`config.mk`:
```
export PLATFORM = sky130hd
export DESIGN_NAME = dither_arbiter
export DESIGN_NICKNAME = d
export VERILOG_FILES = /design/src/rtl/dither_arbiter_pkg.sv /design/src/rtl/dither_rr_arb.sv /design/src/rtl/dither_arbiter.sv
export SDC_FILE = /design/constraint.sdc
export NUM_CORES = 1
export LEC_CHECK = 0
export ABC_AREA = 1
export BUFFER_PORTS_ARGS = -buffer_cell sky130_fd_sc_hd__buf_2
export CAP_MARGIN = 0
export CORE_MARGIN = 2
export CORE_UTILIZATION = 25
export DETAILED_ROUTE_END_ITERATION = 8
export RECOVER_POWER = 25
export SETUP_SLACK_MARGIN = 0.02
export SLEW_MARGIN = 20
export SYNTH_ARGS = -nofsm -noshare
export SYNTH_HDL_FRONTEND = slang
export SYNTH_SLANG_ARGS = --single-unit
```
`constraint.sdc`:
```
create_clock -name clk -period 1.5 [get_ports clk]
set_input_delay 0.3 -clock clk [delete_from_list [all_inputs] [get_ports clk]]
set_output_delay 0.3 -clock clk [all_outputs]
set_load 0.03 [all_outputs]
```
`src/rtl/dither_arbiter_pkg.sv`:
```
// dither_arbiter_pkg: shared widths, channel count, FSM encoding and launch tag layout
package dither_arbiter_pkg;
  localparam int IN_W = 24;
  localparam int OUT_W = 16;
  localparam int N_CH = 2;
  typedef enum logic [1:0] {IDLE, RUN, DRAIN} state_t;
  typedef struct packed {
    logic valid;
    logic ch;
  } tag_t;
endpackage

```
`src/rtl/dither_rr_arb.sv`:
```
// dither_rr_arb: 2-way fixed/round-robin arbiter, one-hot grant among eligible requesters
module dither_rr_arb import dither_arbiter_pkg::*; (
  input  logic            clk,
  input  logic            rst,
  input  logic            fixed_prio,
  input  logic [N_CH-1:0] req,
  input  logic [N_CH-1:0] elig,
  output logic [N_CH-1:0] grant
);
  logic last;
  logic [N_CH-1:0] cand;
  assign cand = req & elig;
  // channel 0 wins under fixed priority, when channel 1 went last, or when alone
  assign grant = (cand[0] && (fixed_prio || last || !cand[1])) ? 2'b01 : {cand[1], 1'b0};
  always_ff @(posedge clk or negedge rst) begin
    if (!rst) last <= 1'b1;
    else if (|grant) last <= grant[1];
  end
endmodule

```
`src/rtl/dither_arbiter.sv`:
```
// dither_arbiter: shares one fixed-latency TPDF quantizer between two sample channels
module dither_arbiter import dither_arbiter_pkg::*; #(
  parameter int Q_LAT = 2
) (
  input  logic             clk,
  input  logic             rst,
  input  logic             cfg_en,
  input  logic             cfg_fixed_prio,
  input  logic [IN_W-1:0]  req_data0,
  input  logic [IN_W-1:0]  req_data1,
  input  logic [N_CH-1:0]  req_valid,
  output logic [N_CH-1:0]  req_ready,
  output logic [IN_W-1:0]  q_data,
  output logic             q_valid,
  input  logic [OUT_W-1:0] q_result,
  output logic [OUT_W-1:0] out_data0,
  output logic [OUT_W-1:0] out_data1,
  output logic [N_CH-1:0]  out_valid,
  input  logic [N_CH-1:0]  out_ready,
  output logic             idle
);
  state_t state, state_nx;
  tag_t [Q_LAT-1:0] pipe;
  tag_t tail;
  logic [N_CH-1:0] busy, elig, land;
  logic run, empty;

  assign tail = pipe[Q_LAT-1];
  assign land = tail.valid ? (tail.ch ? 2'b10 : 2'b01) : 2'b00;
  assign empty = ~|busy;
  assign elig = {N_CH{run}} & ~busy & (~out_valid | out_ready);
  assign q_valid = |req_ready;
  assign q_data = req_ready[0] ? req_data0 : req_ready[1] ? req_data1 : '0;

  always_comb begin
    busy = '0;
    for (int k = 0; k < Q_LAT; k++) if (pipe[k].valid) busy[pipe[k].ch] = 1'b1;
  end

  dither_rr_arb u_arb (
    .clk        (clk),
    .rst        (rst),
    .fixed_prio (cfg_fixed_prio),
    .req        (req_valid),
    .elig       (elig),
    .grant      (req_ready)
  );

  always_ff @(posedge clk or negedge rst) begin
    if (!rst) state <= IDLE;
    else state <= state_nx;
  end

  always_comb begin
    state_nx = state;
    case (state)
      IDLE:    state_nx = cfg_en ? RUN : IDLE;
      RUN:     state_nx = cfg_en ? RUN : DRAIN;
      DRAIN:   state_nx = cfg_en ? RUN : (empty && out_valid == '0) ? IDLE : DRAIN;
      default: state_nx = IDLE;
    endcase
  end

  always_comb begin
    run = state == RUN;
    idle = state == IDLE && empty && out_valid == '0;
  end

  // a landing result takes precedence over the consumer draining the same buffer
  always_ff @(posedge clk or negedge rst) begin
    if (!rst) begin
      pipe <= '0;
      out_valid <= '0;
      out_data0 <= '0;
      out_data1 <= '0;
    end else begin
      pipe[0] <= tag_t'{valid: q_valid, ch: req_ready[1]};
      for (int k = 1; k < Q_LAT; k++) pipe[k] <= pipe[k-1];
      out_valid <= land | (out_valid & ~out_ready);
      if (land[0]) out_data0 <= q_result;
      if (land[1]) out_data1 <= q_result;
    end
  end
endmodule

```
==> After elaboration in Yosys (flattened, before gate mapping) <==
Index checks and enable logic that the tools add are counted.
Widths: inputs -> output; s select.
{ "totals": {"mem_count": 0, "in_bits": 72, "ramBits": 0, "ff_bits": 41, "latchBits": 0, "wordCells": 55, "rom_bits": 0, "out_inout_bits": 62} }
{ "op_classes": {"add_sub_neg": 0, "n_div": 0, "bitwise_logic": 10, "n_mux": 16, "eq_ne": 2, "n_shift": 0, "mul": 0, "n_lt_le_gt_ge": 4, "reduce_logical": 14} }
{ "op_table": {"columns": ["operator", "count"], "rows": [
  ["$mux 24", 2],
  ["$mux 2", 8],
  ["$and 2x2->2", 4],
  ["$logic_and 1x1->1", 6],
  ["$not 2->2", 3],
  ["$or 2x2->2", 3],
  ["$pmux 2 s3", 1],
  ["$logic_not 2->1", 2],
  ["$lt 1x2->1 const B", 2],
  ["$reduce_or 2->1", 2],
  ["$mux 1", 3],
  ["$demux 1 s1", 2],
  ["$eq 2x1->1 const B", 1],
  ["$eq 2x2->1 const B", 1],
  ["$ge 1x1->1 const B", 2],
  ["$logic_not 1->1", 2],
  ["$logic_or 1x1->1", 2]
]} }

==> Logic depth before layout (Yosys ltp) <==
Gate-level depths: netlist of run 1.
{ "logic_depth": {"ltp_word": 17, "mapped_depth": 8} }

==> Modules after synthesis <==
A second synthesis of run 1 with hierarchy kept.
{ "unflattened": {"hier_cells": 247, "hier_area_um2": 2065.7} }
{ "by_module_without_submodules": {"columns": ["mod", "cells_per_inst", "area_each_um2", "n_inst"], "rows": [
  ["dither_arbiter", 236, 1995.7, 1],
  ["dither_rr_arb", 11, 70.1, 1]
]} }

==> Least setup slack after synthesis of run 1 <==
OpenSTA, ideal clock, no wires.
{ "synth_timing": {"path_type": "register to output", "startpoint": "reg out_valid[1]", "endpoint": "out req_ready[1]", "stages_incl_launch_ff": 8, "slack_ns": -0.442, "t_arrival_ns": 1.642, "required_time_ns": 1.200, "path_cell_list": "dfrtp_1 > inv_1 > nor2_1 > nor2_4 > nand3_4 > nand2_8 > inv_1 > nor2_1"} }
{ "synth_between": {"elab_chain_cells": 8} }
{ "synth_lines": {"columns": ["element", "line", "source"], "rows": [
  ["start, declared", "dither_arbiter.sv:18", "output logic [N_CH-1:0] out_valid,"],
  ["start signal, assigned", "dither_arbiter.sv:79", "out_valid <= land | (out_valid & ~out_ready);"],
  ["$not 2->2 (*)", "dither_arbiter.sv:31", "assign elig = {N_CH{run}} & ~busy & (~out_valid | out_ready);"],
  ["$or 2x2->2 (*)", "dither_arbiter.sv:31", null],
  ["$and 2x2->2 (*)", "dither_arbiter.sv:31", null],
  ["$and 2x2->2 (*)", "dither_rr_arb.sv:12", "assign cand = req & elig;"],
  ["$logic_not 1->1", "dither_rr_arb.sv:14", "assign grant = (cand[0] && (fixed_prio || last || !cand[1])) ? 2'b01 : {cand[1], 1'b0};"],
  ["$logic_or 1x1->1", "dither_rr_arb.sv:14", null],
  ["$logic_and 1x1->1", "dither_rr_arb.sv:14", null],
  ["$mux 2 (*)", "dither_rr_arb.sv:14", null],
  ["end, declared", "dither_arbiter.sv:12", "output logic [N_CH-1:0] req_ready,"]
]} }
Mark *: on every way between the ends. The rest lies on a longest branch, timed or not.

==> Worst setup path after layout of run 1 <==
{ "layout_timing": {"startpoint": "reg state[0]", "endpoint": "out q_data[13]"} }
{ "layout_between": {"elab_chain_cells": 10} }
{ "layout_lines": {"columns": ["element", "line", "source"], "rows": [
  ["start, declared", "dither_arbiter.sv:22", "state_t state, state_nx;"],
  ["start signal, assigned", "dither_arbiter.sv:51", "else state <= state_nx;"],
  ["$eq 2x1->1 (*)", "dither_arbiter.sv:65", "run = state == RUN;"],
  ["$and 2x2->2 (*) (2 in series)", "dither_arbiter.sv:31", null],
  ["$and 2x2->2 (*)", "dither_rr_arb.sv:12", null],
  ["$logic_not 1->1", "dither_rr_arb.sv:14", null],
  ["$logic_or 1x1->1", "dither_rr_arb.sv:14", null],
  ["$logic_and 1x1->1", "dither_rr_arb.sv:14", null],
  ["$mux 2 (*)", "dither_rr_arb.sv:14", null],
  ["$mux 24", "dither_arbiter.sv:33", "assign q_data = req_ready[0] ? req_data0 : req_ready[1] ? req_data1 : '0;"],
  ["$mux 24 (*)", "dither_arbiter.sv:33", null],
  ["end, declared", "dither_arbiter.sv:13", "output logic [IN_W-1:0] q_data,"]
]} }
Marked as above.

==> summary.md, run 1 <==
| Metric | Value |
|---|---|
| Tot GR Track Use | `15.2%` |
| Crit path to | `q_data[13]` |
| Grt total ovfl | `0` |
| I/O pin cnt | `134` |
| Synth Flop Type | `dfrtp_1` |
| Req. time, crit path | `1200 ps` |
| H-tree Lvls | `2` |
| Netlist cell types | `24` |
| Largest net degree at the start of global routing | `34` |
| Finished Layout Cells | `518` |
| Chip Height | `96.6 um` |
| Max-Cap Viols | `0` |
| Cells after synthesis | `248` |
| Most common cell type on the critical path | `nand3_2` |
| Origin of the critical flop-to-flop path | `state[0]` |
| CTS tree | `yes` |
| Relative slew slack | `68.0%` |
| Clk_skew | `7.31 ps` |
| Die W | `96.6 um` |
| Area Overhead vs Synth | `86.4%` |
| Fin. Hold Viols | `0` |
| Critical Path Fanout Max | `7` |
| CP Launch Point | `state[0]` |
| RSZ-0062 raised after global routing | `true` |
| Post-synth ARST share | `100%` |
| Fin crit period | `2020 ps` |
| Row Count | `33` |
| Wirelength per Cell | `14.1 um` |
| Via count | `2299` |
| Status | `complete, but fails checks` |
| Final max-slew violation count | `0` |
| Crit path capture type | `primary output` |
| Post-synth top area share | `46.7%` |
| Skew-Pair Late Insertion Delay | `290 ps` |
| Top cells by area, synth | `dfrtp_1, nand2_1, nand3_2, o21ai_0, nand3_1` |
| Crit path launch type | `flop` |
| Setup slack after layout | `-522 ps` |
| Register area share after synthesis | `47.9%` |
| Detailed Route Iter0 Violations | `68` |
| PwrDens | `1580 mW/mm^2` |
| Worst Hold Class | `in2reg` |
| CP peak stage delay | `370 ps` |
| Synth Warn # | `0` |
| Leakage | `1.98 nW` |
| Core Region | `0.00826 mm^2` |
| Routed WL | `7330 um` |
| Die ar. | `0.00933 mm^2` |
| Fmax | `494 MHz` |
| Initial antenna violation count | `0` |
| Clock buffer depth | `2` |
| R2R setup slack | `60 ps` |
| Final worst path period share | `135%` |
| Most common cell in the synthesized netlist | `nand2_1` |
| Initial Utilization | `26.0%` |
| Reg clk slew, reported paths | `80 ps` |
| Final core utilization | `48.4%` |
| DP HPWL | `4850 um` |
| Area leader, netlist | `dfrtp_1` |
| Post-synthesis cell area | `0.00214 mm^2` |
| Number of synthesized flops with an enable pin | `0` |
| VDD IR max | `0.597 mV` |
| Failing checks | `negative setup slack` |
| CTS Buf Count | `5` |
| DP Cell Count | `493` |
| Syn nets | `320` |
| Syn Area/Cell | `8.64 um^2` |
| Worst hold path startpoint | `out_ready[1]` |
| First-pass GRT wire length | `11000 um` |
| IO buf count | `133` |
| Post-route DRC | `0` |
| R2r endpoint | `u_arb.last` |
| Final setup fails | `28` |
| Top cells by count, synth | `nand2_1, dfrtp_1, o21ai_0, nand3_1, inv_1` |
| Final ANT Viol Nets | `0` |
| Drt pass-1 iters | `4` |
| Worst Setup Path Type | `reg2out` |
| CTS Sinks | `41` |
| Synth Register Bits | `41` |
| Final net count | `484` |
| Layout cells sized above 1 | `66.3%` |
| Critical path, cell by cell | `inv_2, nor2_2, nand3_2, nor2_8, buf_12, nand2_8, nand3_2, nand2_4, buf_6` |
| Via/cell ratio | `4.44` |
| Worst-margin pin slew | `479 ps` |
| Clk root buf | `clkbuf_8` |
| Ant. Diodes | `0` |
| Worst hold slack | `231 ps` |
| Critical path data arrival time | `1720 ps` |
| Gpl congestion | `0.739` |
| Via count of the first global-routing pass | `2287` |
| Slowest CP cell | `dfrtp_1` |
| R2R depth | `8` |
-- cells by family after synthesis --
| group | count (synthesis) | synth area share, % |
|---|---|---|
| and+or+nand+nor | 131 | 33.6 |
| AOI/OAI and AO/OA | 35 | 8.29 |
| buffers and inverters | 40 | 9.75 |
| DFF | 41 | 47.9 |
| xor gates and xnor gates | 1 | 0.409 |
-- flip-flops by register name, summed over array words and instances (netlist names) --
| signal | flops |
|---|---|
| out_data0 | 16 |
| out_data1 | 16 |
| out_valid | 2 |
| pipe | 4 |
| state | 2 |
| u_arb.last | 1 |
-- layout by cell type, fill, tap and decap left out, types with 6 or more instances in the layout --
cell	n
buf_12	8
nand2_2	19
nand2_1	35
nand2_4	14
o21ai_0	33
clkbuf_8	6
inv_1	22
buf_2	104
buf_4	23
buf_6	30
nand3_4	15
nand3_2	32
dfrtp_1	38
-- per-stage QoR --
stage | setup slack, ps | area, um^2 | power [W] | setup TNS, ps
floorplan | -160 | 2340 | 0.00396 | -2430
global placement | -253 | 3230 | 0.00491 | -5890
detailed placement | -291 | 3230 | 0.00495 | -6590
CTS | -504 | 3920 | 0.00631 | -13030
global route | -603 | 4000 | 0.00670 | -15690
finish | -522 | 4000 | 0.00633 | -13370
-- cell type report --
class | count | area, um^2
timing repair buffer | 168 | 1230
multi-input combinational | 170 | 1370
inverter | 26 | 108
fill | 763 | 4260
tap | 105 | 131
sequential | 41 | 1030
clock inverter | 2 | 37.5
clock buffer | 6 | 82.6
-- worst max-delay path: cells and delay by family (launching register included) --
| kind | cells | cell delay (ps) |
|---|---|---|
| AND/OR/NAND/NOR | 6 | 700 |
| buffers and inverters | 3 | 350 |
| flip-flops | 1 | 370 |
-- report_power, final --
| part | leakage, nW | switching [W] | internal, W |
|---|---|---|---|
| Combinational | 1.42 | 0.00228 | 0.00125 |
| Clock | 0.0574 | 0.000392 | 0.000541 |
| Sequential | 0.501 | 0.000254 | 0.00161 |
-- worst min-delay path by stage --
stage,slack [ps],end,depth (start not counted)
2_1_floorplan,4,out_data0[0],0
3_3_place_gp,260,out_data1[13],1
3_5_place_dp,270,out_data1[12],1
4_1_cts,220,out_valid[1],2
5_1_grt,240,state[0],3
6_report,230,out_valid[1],2
-- metal layers --
metal  track usage (%)  vias up  part of all wire (%)
met5                 0        -                     0
met4              5.40        0                   2.0
met3              2.48       15                   2.4
met2              26.2       52                    57
met1              19.2     1100                    39
li1                  -     1132                     -
-- repair_timing --
action | 4_1_cts | 5_1_grt
hold endpoints to repair | 16 | 0
setup endpoints to repair | 29 | 30
cloned | 4 | 0
setup buffers | 11 | 1
resized for setup | 95 | 15
pin swaps | 20 | 9
hold buffers | 1 | 0
(Power assumes the default switching activity.)
==> inputs of run 2 (changes only) <==
--- a/config.mk
+++ b/config.mk
@@ -9,8 +9,9 @@
 export BUFFER_PORTS_ARGS = -buffer_cell sky130_fd_sc_hd__buf_2
 export CAP_MARGIN = 0
 export CORE_MARGIN = 2
-export CORE_UTILIZATION = 25
+export CORE_UTILIZATION = 39
 export DETAILED_ROUTE_END_ITERATION = 8
+export PLACE_DENSITY = 0.77
 export RECOVER_POWER = 25
 export SETUP_SLACK_MARGIN = 0.02
 export SLEW_MARGIN = 20
==> constraint.sdc (replaced) <==
create_clock -name clk -period 1.65 [get_ports clk]
set_input_delay 0.33 -clock clk [delete_from_list [all_inputs] [get_ports clk]]
set_output_delay 0.33 -clock clk [all_outputs]
set_load 0.03 [all_outputs]
==> run 2 against run 1 <==
  * The flow still finishes with violations (negative setup slack)
  * Worst setup slack gained 31 ps
  * Global-route usage is 7.3 points higher
  * Die area decreased by 35%
  * Non-clock buffer count decreased by 8
  * Cell count is 8.3% lower
  * Count of clock-buffer cells in the layout is 2 higher
  * Sequential power shrank 8%
  * Register-to-register slack barely moved
  * Hold slack better by 61 ps
  * Routed wire length increased by 8.7%
  * Power is 13% lower
  * Critical path type unchanged
  * Largest cell class unchanged
  * Highest routed layer unchanged
==> summary.md, run 2 (synthesis gave the netlist of run 1 again) <==
| Metric | Value |
|---|---|
| Most frequent cells in the layout | `buf_2, nand2_1, dfrtp_1, o21ai_0, nand3_2 (was buf_2, dfrtp_1, nand2_1, o21ai_0, nand3_2)` |
| H-tree Lvls | `2 (unchanged)` |
| Worst-margin pin slew | `949 ps (was 479 ps)` |
| Via count of the first global-routing pass | `2323 (was 2287)` |
| Gpl congestion | `0.818 (was 0.739)` |
| Sw Share | `47.9% (was 46.3%)` |
| Post-Layout Inst Area | `0.00380 mm^2 (was 0.00400 mm^2)` |
| Wirelength per Cell | `16.8 um (was 14.1 um)` |
| Int Power | `0.00287 W (was 0.00340 W)` |
| Crit path capture type | `primary output (unchanged)` |
| Req. time, crit path | `1320 ps (was 1200 ps)` |
| Tot GR Track Use | `22.5% (was 15.2%)` |
| Placed inst area | `0.00309 mm^2 (was 0.00323 mm^2)` |
| Skew-Pair Late Insertion Delay | `280 ps (was 290 ps)` |
| Final setup fails | `28 (unchanged)` |
| Initial Utilization | `41.2% (was 26.0%)` |
| Slowest CP cell | `dfrtp_1 (unchanged)` |
| Grt total ovfl | `0 (unchanged)` |
| Core Region | `0.00520 mm^2 (was 0.00826 mm^2)` |
| Reg clk slew, reported paths | `80 ps (about the same)` |
| VDD IR max | `0.904 mV (was 0.597 mV)` |
| DP HPWL | `4530 um (was 4850 um)` |
| First-pass GRT wire length | `11000 um (about the same)` |
| CP top delay family | `simple AND/OR/NAND/NOR gates (unchanged)` |
| Largest net degree at the start of global routing | `34 (unchanged)` |
| Final net count | `476 (was 484)` |
| Setup TNS | `-12500 ps (was -13370 ps)` |
| Clock share of power | `11.9% (was 14.8%)` |
| Clk_skew | `6.06 ps (was 7.31 ps)` |
| Critical Path Fanout Max | `12 (was 7)` |
| Die W | `78.1 um (was 96.6 um)` |
| Row Count | `26 (was 33)` |
| Final worst path period share | `130%` |
| RSZ-0062 raised after global routing | `true (unchanged)` |
| CTS tree | `yes (unchanged)` |
| Final max-slew violation count | `0 (unchanged)` |
| Psw | `0.00264 W (was 0.00293 W)` |
| Finished Layout Cells | `475 (was 518)` |
| Drt pass-1 iters | `4 (unchanged)` |
| Max-Cap Viols | `0 (unchanged)` |
| PwrDens | `1450 mW/mm^2 (was 1580 mW/mm^2)` |
| WP buf/inv | `2 (was 3)` |
| IO buf count | `133 (unchanged)` |
| Top flop regs | `out_data0 x16, out_data1 x16, pipe x4 (unchanged)` |
| Ant. Diodes | `0 (unchanged)` |
| Post-route DRC | `0 (unchanged)` |
| DP Cell Count | `452 (was 493)` |
| Relative slew slack | `36.7% (was 68.0%)` |
| CP peak stage delay | `420 ps (was 370 ps)` |
| Worst Hold Class | `in2reg (unchanged)` |
| Routed WL | `7960 um (was 7330 um)` |
| Crit path launch type | `flop (unchanged)` |
| Via count | `2386 (was 2299)` |
| Commonest non-fill, non-tap cell in the layout | `buf_2 (unchanged)` |
| Layout cells sized above 1 | `62.7% (was 66.3%)` |
| Clock buffer depth | `2 (unchanged)` |
| Via/cell ratio | `5.02 (was 4.44)` |
| Die ar. | `0.00610 mm^2 (was 0.00933 mm^2)` |
| Leakage | `1.93 nW (was 1.98 nW)` |
| CTS Sinks | `41 (unchanged)` |
| Critical path data arrival time | `1810 ps (was 1720 ps)` |
| Comb power frac | `57.0% (was 55.8%)` |
| Seq pwr share | `31.1% (was 29.4%)` |
| Detailed Route Iter0 Violations | `111 (was 68)` |
| Worst Setup Path Type | `reg2out (unchanged)` |
| Fin. Hold Viols | `0 (unchanged)` |
| Initial antenna violation count | `0 (unchanged)` |
| Setup slack after layout | `-491 ps (was -522 ps)` |
| Chip Height | `78.1 um (was 96.6 um)` |
| Most common cell type on the critical path | `nand2_2 (was nand3_2)` |
| Critical path, cell by cell | `nand2_1, nand2_2, nor2_4, nand3_4, bufbuf_16, nand3_1, nand2_2, buf_4 (was inv_2, nor2_2, nand3_2, nor2_8, buf_12, nand2_8, nand3_2, nand2_4, buf_6)` |
| Area Overhead vs Synth | `77.2% (was 86.4%)` |
| Status | `complete, but fails checks (unchanged)` |
| I/O pin cnt | `134 (unchanged)` |
| Clk root buf | `clkbuf_8 (unchanged)` |
| CTS Buf Count | `5 (unchanged)` |
| Fin crit period | `2140 ps` |
| Failing checks | `negative setup slack (unchanged)` |
| Worst slack, placed | `-123 ps (was -291 ps)` |
| Final ANT Viol Nets | `0 (unchanged)` |
| Fmax | `467 MHz` |
run 2: cell types whose count changed in the layout (fill, tap and decap cells not counted), moves of 4 or more:
cell / change
buf_6: -10
nand2_2: -10
nand2_4: +6
buf_12: -4
nand2_1: +4
nand3_1: +4
nand3_4: -4
run 2: layout make-up:
type,instances,area [um^2]
fillers,395,1410
multi-input cells,170,1340
repair buffers,160,1130
flip-flops and latches,41,1030
inverters,26,115
clock buffers,8,90.1
well taps,70,87.6
run 2: path summary, 6_finish.rpt:
check                      startpoint      endpoint  slack [ps]  cells after the start
min                            cfg_en      state[0]         290                      3
max                           pipe[0]     q_data[4]        -490                      8
max in group asynchronous         rst  out_data1[2]         290                      3
min reg2reg                   pipe[0]       pipe[2]         460                      0
max reg2reg                   pipe[0]       pipe[1]          50                      9
min in group asynchronous         rst  out_data1[0]         700                      2
run 2: routing by layer:
layer,global-route usage (%),vias to the layer above,routed length [um]
met5,0,-,0
met4,7.72,0,275
met3,3.79,24,311
met2,40.3,83,4450
met1,27.4,1162,2920
li1,-,1117,-
run 2: tightest hold or removal path, cell delays in order:
cell and delay [ps]:
buf_2 90, inv_1 70, a21oi_1 40
run 2: metrics by stage:
stage,util [%],power [W],hold slack (ps)
2_1_floorplan,-,0.00357,34.4
3_3_place_gp,59.4,0.00436,273
3_5_place_dp,59.4,0.00442,276
4_1_cts,67.1,0.00530,253
5_1_grt,73.0,0.00583,293
6_report,73.0,0.00551,292
run 2: timing repair:
action	CTS	global route
gates resized for setup	51	50
hold buffers	1	0
setup endpoints to repair	28	28
buffers inserted	7	2
cloned	4	2
endpoints found under the hold margin	14	0
pin swaps	5	8
run 2: power by group through the flow:
| stage | logic (W) | clock network (W) | registers [W] |
|---|---|---|---|
| after floorplan | 0.00103 | 0 | 0.00254 |
| after global placement | 0.00266 | 0 | 0.00169 |
| after detailed placement | 0.00271 | 0 | 0.00171 |
| after CTS | 0.00293 | 0.000671 | 0.00169 |
| after global routing | 0.00335 | 0.000728 | 0.00176 |
| final | 0.00314 | 0.000658 | 0.00171 |
==> inputs of run 3 (changes only) <==
--- a/config.mk
+++ b/config.mk
@@ -9,9 +9,9 @@
 export BUFFER_PORTS_ARGS = -buffer_cell sky130_fd_sc_hd__buf_2
 export CAP_MARGIN = 0
 export CORE_MARGIN = 2
-export CORE_UTILIZATION = 39
+export CORE_UTILIZATION = 40
 export DETAILED_ROUTE_END_ITERATION = 8
-export PLACE_DENSITY = 0.77
+export PLACE_DENSITY = 0.76
 export RECOVER_POWER = 25
 export SETUP_SLACK_MARGIN = 0.02
 export SLEW_MARGIN = 20
==> constraint.sdc (replaced) <==
create_clock -name clk -period 2.65 [get_ports clk]
set_input_delay 0.53 -clock clk [delete_from_list [all_inputs] [get_ports clk]]
set_output_delay 0.53 -clock clk [all_outputs]
set_load 0.03 [all_outputs]
==> run 3 against run 2 <==
  * The flow finishes with violations (max-capacitance violations, max-slew violations)
  * Global-route usage decreased by 4.3 points
  * Core utilization decreased by 16 points
  * Sequential cell count unchanged
  * First-iteration DRC count increased by 5.4%
  * Cell count decreased by 5.5%
  * Worst setup slack improved by 700 ps
  * Cell area decreased by 23%
  * Power decreased by 45%
  * Combinational power decreased by 50%
==> summary.md, run 3 (synthesis gave the netlist of run 1 again) <==
| Metric | Value |
|---|---|
| Status | `complete, but fails checks (unchanged)` |
| Failing checks | `max-capacitance violations, max-slew violations (was negative setup slack)` |
| Setup TNS | `0 ps (was -12500 ps)` |
| Top flop regs | `out_data0 x16, out_data1 x16, pipe x4 (unchanged)` |
| Row Count | `26 (unchanged)` |
| VDD IR max | `0.540 mV (was 0.904 mV)` |
| Commonest non-fill, non-tap cell in the layout | `buf_2 (unchanged)` |
| CTS tree | `yes (unchanged)` |
| WP buf/inv | `1 (was 2)` |
| Final ANT Viol Nets | `0 (unchanged)` |
| Ant. Diodes | `0 (unchanged)` |
| Worst hold slack | `400 ps (was 292 ps)` |
| PwrDens | `1040 mW/mm^2 (was 1450 mW/mm^2)` |
| Clk_skew | `2.24 ps (was 6.06 ps)` |
| Worst-margin pin slew | `2120 ps (was 949 ps)` |
| Critical path data arrival time | `1910 ps (was 1810 ps)` |
| Final worst path period share | `92.1%` |
| Post-route DRC | `0 (unchanged)` |
| Via count | `2069 (was 2386)` |
| Int Power | `0.00156 W (was 0.00287 W)` |
| H-tree Lvls | `2 (unchanged)` |
| Hold_buf cts | `0 (was 1)` |
| DP HPWL | `3980 um (was 4530 um)` |
| I/O pin cnt | `134 (unchanged)` |
| Relative slew slack | `-41.6% (was 36.7%)` |
| Final setup fails | `0 (was 28)` |
| Post-CTS Setup Repair Bufs | `0 (was 7)` |
| Most frequent cells in the layout | `buf_2, nand2_1, dfrtp_1, o21ai_0, nand3_1 (was buf_2, nand2_1, dfrtp_1, o21ai_0, nand3_2)` |
| Initial Utilization | `41.7% (was 41.2%)` |
| Grt total ovfl | `0 (unchanged)` |
| CP top delay family | `simple AND/OR/NAND/NOR gates (unchanged)` |
| Req. time, crit path | `2120 ps (was 1320 ps)` |
| Via/cell ratio | `4.61 (was 5.02)` |
| Worst Hold Class | `reg2reg (was in2reg)` |
| Largest net degree at the start of global routing | `42 (was 34)` |
| Tot GR Track Use | `18.2% (was 22.5%)` |
| Detailed Route Iter0 Violations | `117 (was 111)` |
| Clk root buf | `clkbuf_8 (unchanged)` |
| CP peak stage delay | `440 ps (was 420 ps)` |
| Psw | `0.00146 W (was 0.00264 W)` |
| Max-Cap Viols | `1 (was 0)` |
| Core Region | `0.00514 mm^2 (was 0.00520 mm^2)` |
| Final net count | `451 (was 476)` |
| First-pass GRT wire length | `8940 um (was 11000 um)` |
| Routed WL | `5530 um (was 7960 um)` |
| Fin. Hold Viols | `0 (unchanged)` |
| Critical Path Fanout Max | `14 (was 12)` |
| Gpl congestion | `0.812 (was 0.818)` |
| Chip Height | `77.2 um (was 78.1 um)` |
| Slowest CP cell | `dfrtp_1 (unchanged)` |
| Worst Setup Path Type | `reg2out (unchanged)` |
| Area Overhead vs Synth | `35.8% (was 77.2%)` |
| Skew-Pair Late Insertion Delay | `280 ps (about the same)` |
| Wirelength per Cell | `12.3 um (was 16.8 um)` |
| Crit path launch type | `flop (unchanged)` |
| Fin crit period | `2440 ps` |
| PostCTS Resize Cnt | `0 (was 51)` |
| Leakage | `1.70 nW (was 1.93 nW)` |
| Fmax | `410 MHz` |
| Clock buffer depth | `2 (unchanged)` |
| Layout cells sized above 1 | `45.9% (was 62.7%)` |
| Via count of the first global-routing pass | `2072 (was 2323)` |
| Comb power frac | `52.0% (was 57.0%)` |
| Crit path capture type | `primary output (unchanged)` |
| Clock share of power | `13.2% (was 11.9%)` |
| Reg clk slew, reported paths | `70 ps (was 80 ps)` |
| IO buf count | `133 (unchanged)` |
| CTS Buf Count | `5 (unchanged)` |
| RSZ-0062 raised after global routing | `false (was true)` |
| Die W | `77.2 um (was 78.1 um)` |
| Final max-slew violation count | `42 (was 0)` |
| CTS Sinks | `41 (unchanged)` |
| Die ar. | `0.00596 mm^2 (was 0.00610 mm^2)` |
| Initial antenna violation count | `0 (unchanged)` |
| Critical path, cell by cell | `nor2_2, nand3_2, nor2_8, nand2_4, nand2_1, buf_2 (was nand2_1, nand2_2, nor2_4, nand3_4, bufbuf_16, nand3_1, nand2_2, buf_4)` |
| Sw Share | `48.4% (was 47.9%)` |
| Seq pwr share | `34.8% (was 31.1%)` |
| Drt pass-1 iters | `4 (unchanged)` |
[run 3: cell types whose count changed in the layout (fill, tap and decap cells not counted), moves of 4 or more]
cell,delta
buf_2,+28
nand2_1,+25
buf_4,-23
nand3_1,+23
buf_6,-20
nand2_4,-19
nand3_2,-13
nand3_4,-10
nand2_2,-5
buf_12,-4
[run 3: cell type report]
cell class              count  area [um^2]
multi-input cells         169          927
flip-flops and latches     41         1030
well taps                  70         87.6
fillers                   524         2230
repair buffers            136          683
inverters                  26          100
clock buffers               7         86.3
[run 3: stage by stage]
stage          cells  worst slack (ps)  instance area, um^2  power [W]  util [%]
3_3_place_gp     440               320                 2810    0.00260      54.6
3_5_place_dp     440               289                 2810    0.00263      54.6
4_1_cts          447               156                 2900    0.00304      56.3
5_1_grt          449              35.2                 2910    0.00321      56.6
6_report         449               208                 2910    0.00302      56.6
2_1_floorplan    248               478                 2140    0.00217         -
[run 3: worst paths after layout]
check,cells past startpoint,startpoint,end,slack (ps)
max in group asynchronous,1,rst,out_data0[10],570
worst max-delay path,6,state[1],q_valid,210
worst min register to register,0,pipe[0],pipe[2],400
worst max register to register,3,pipe[3],out_data0[9],900
min in group asynchronous,1,rst,out_data1[0],860
worst min-delay path,0,pipe[0],pipe[2],400
[run 3: worst reg2reg max path: stages (launching register included)]
cell and delay (ps):
dfrtp_1 390, nand2_1 110, clkbuf_1 880, o21ai_0 200
[run 3: power groups by stage]
stage,logic (W),registers (W),clock network (W)
floorplan,0.000588,0.00158,0
global placement,0.00155,0.00105,0
detailed placement,0.00157,0.00106,0
CTS,0.00157,0.00105,0.000412
global route,0.00169,0.00109,0.000434
finish,0.00157,0.00105,0.000398
[run 3: per-layer routing]
layer	vias to the layer above	GRT usage [%]	share of wire, %	wire (um)
li1	1064	-	-	-
met1	947	20.4	42	2330
met2	50	34.2	53	2920
met3	8	3.18	3.3	181
met4	0	6.79	1.6	91
met5	-	0	0	0
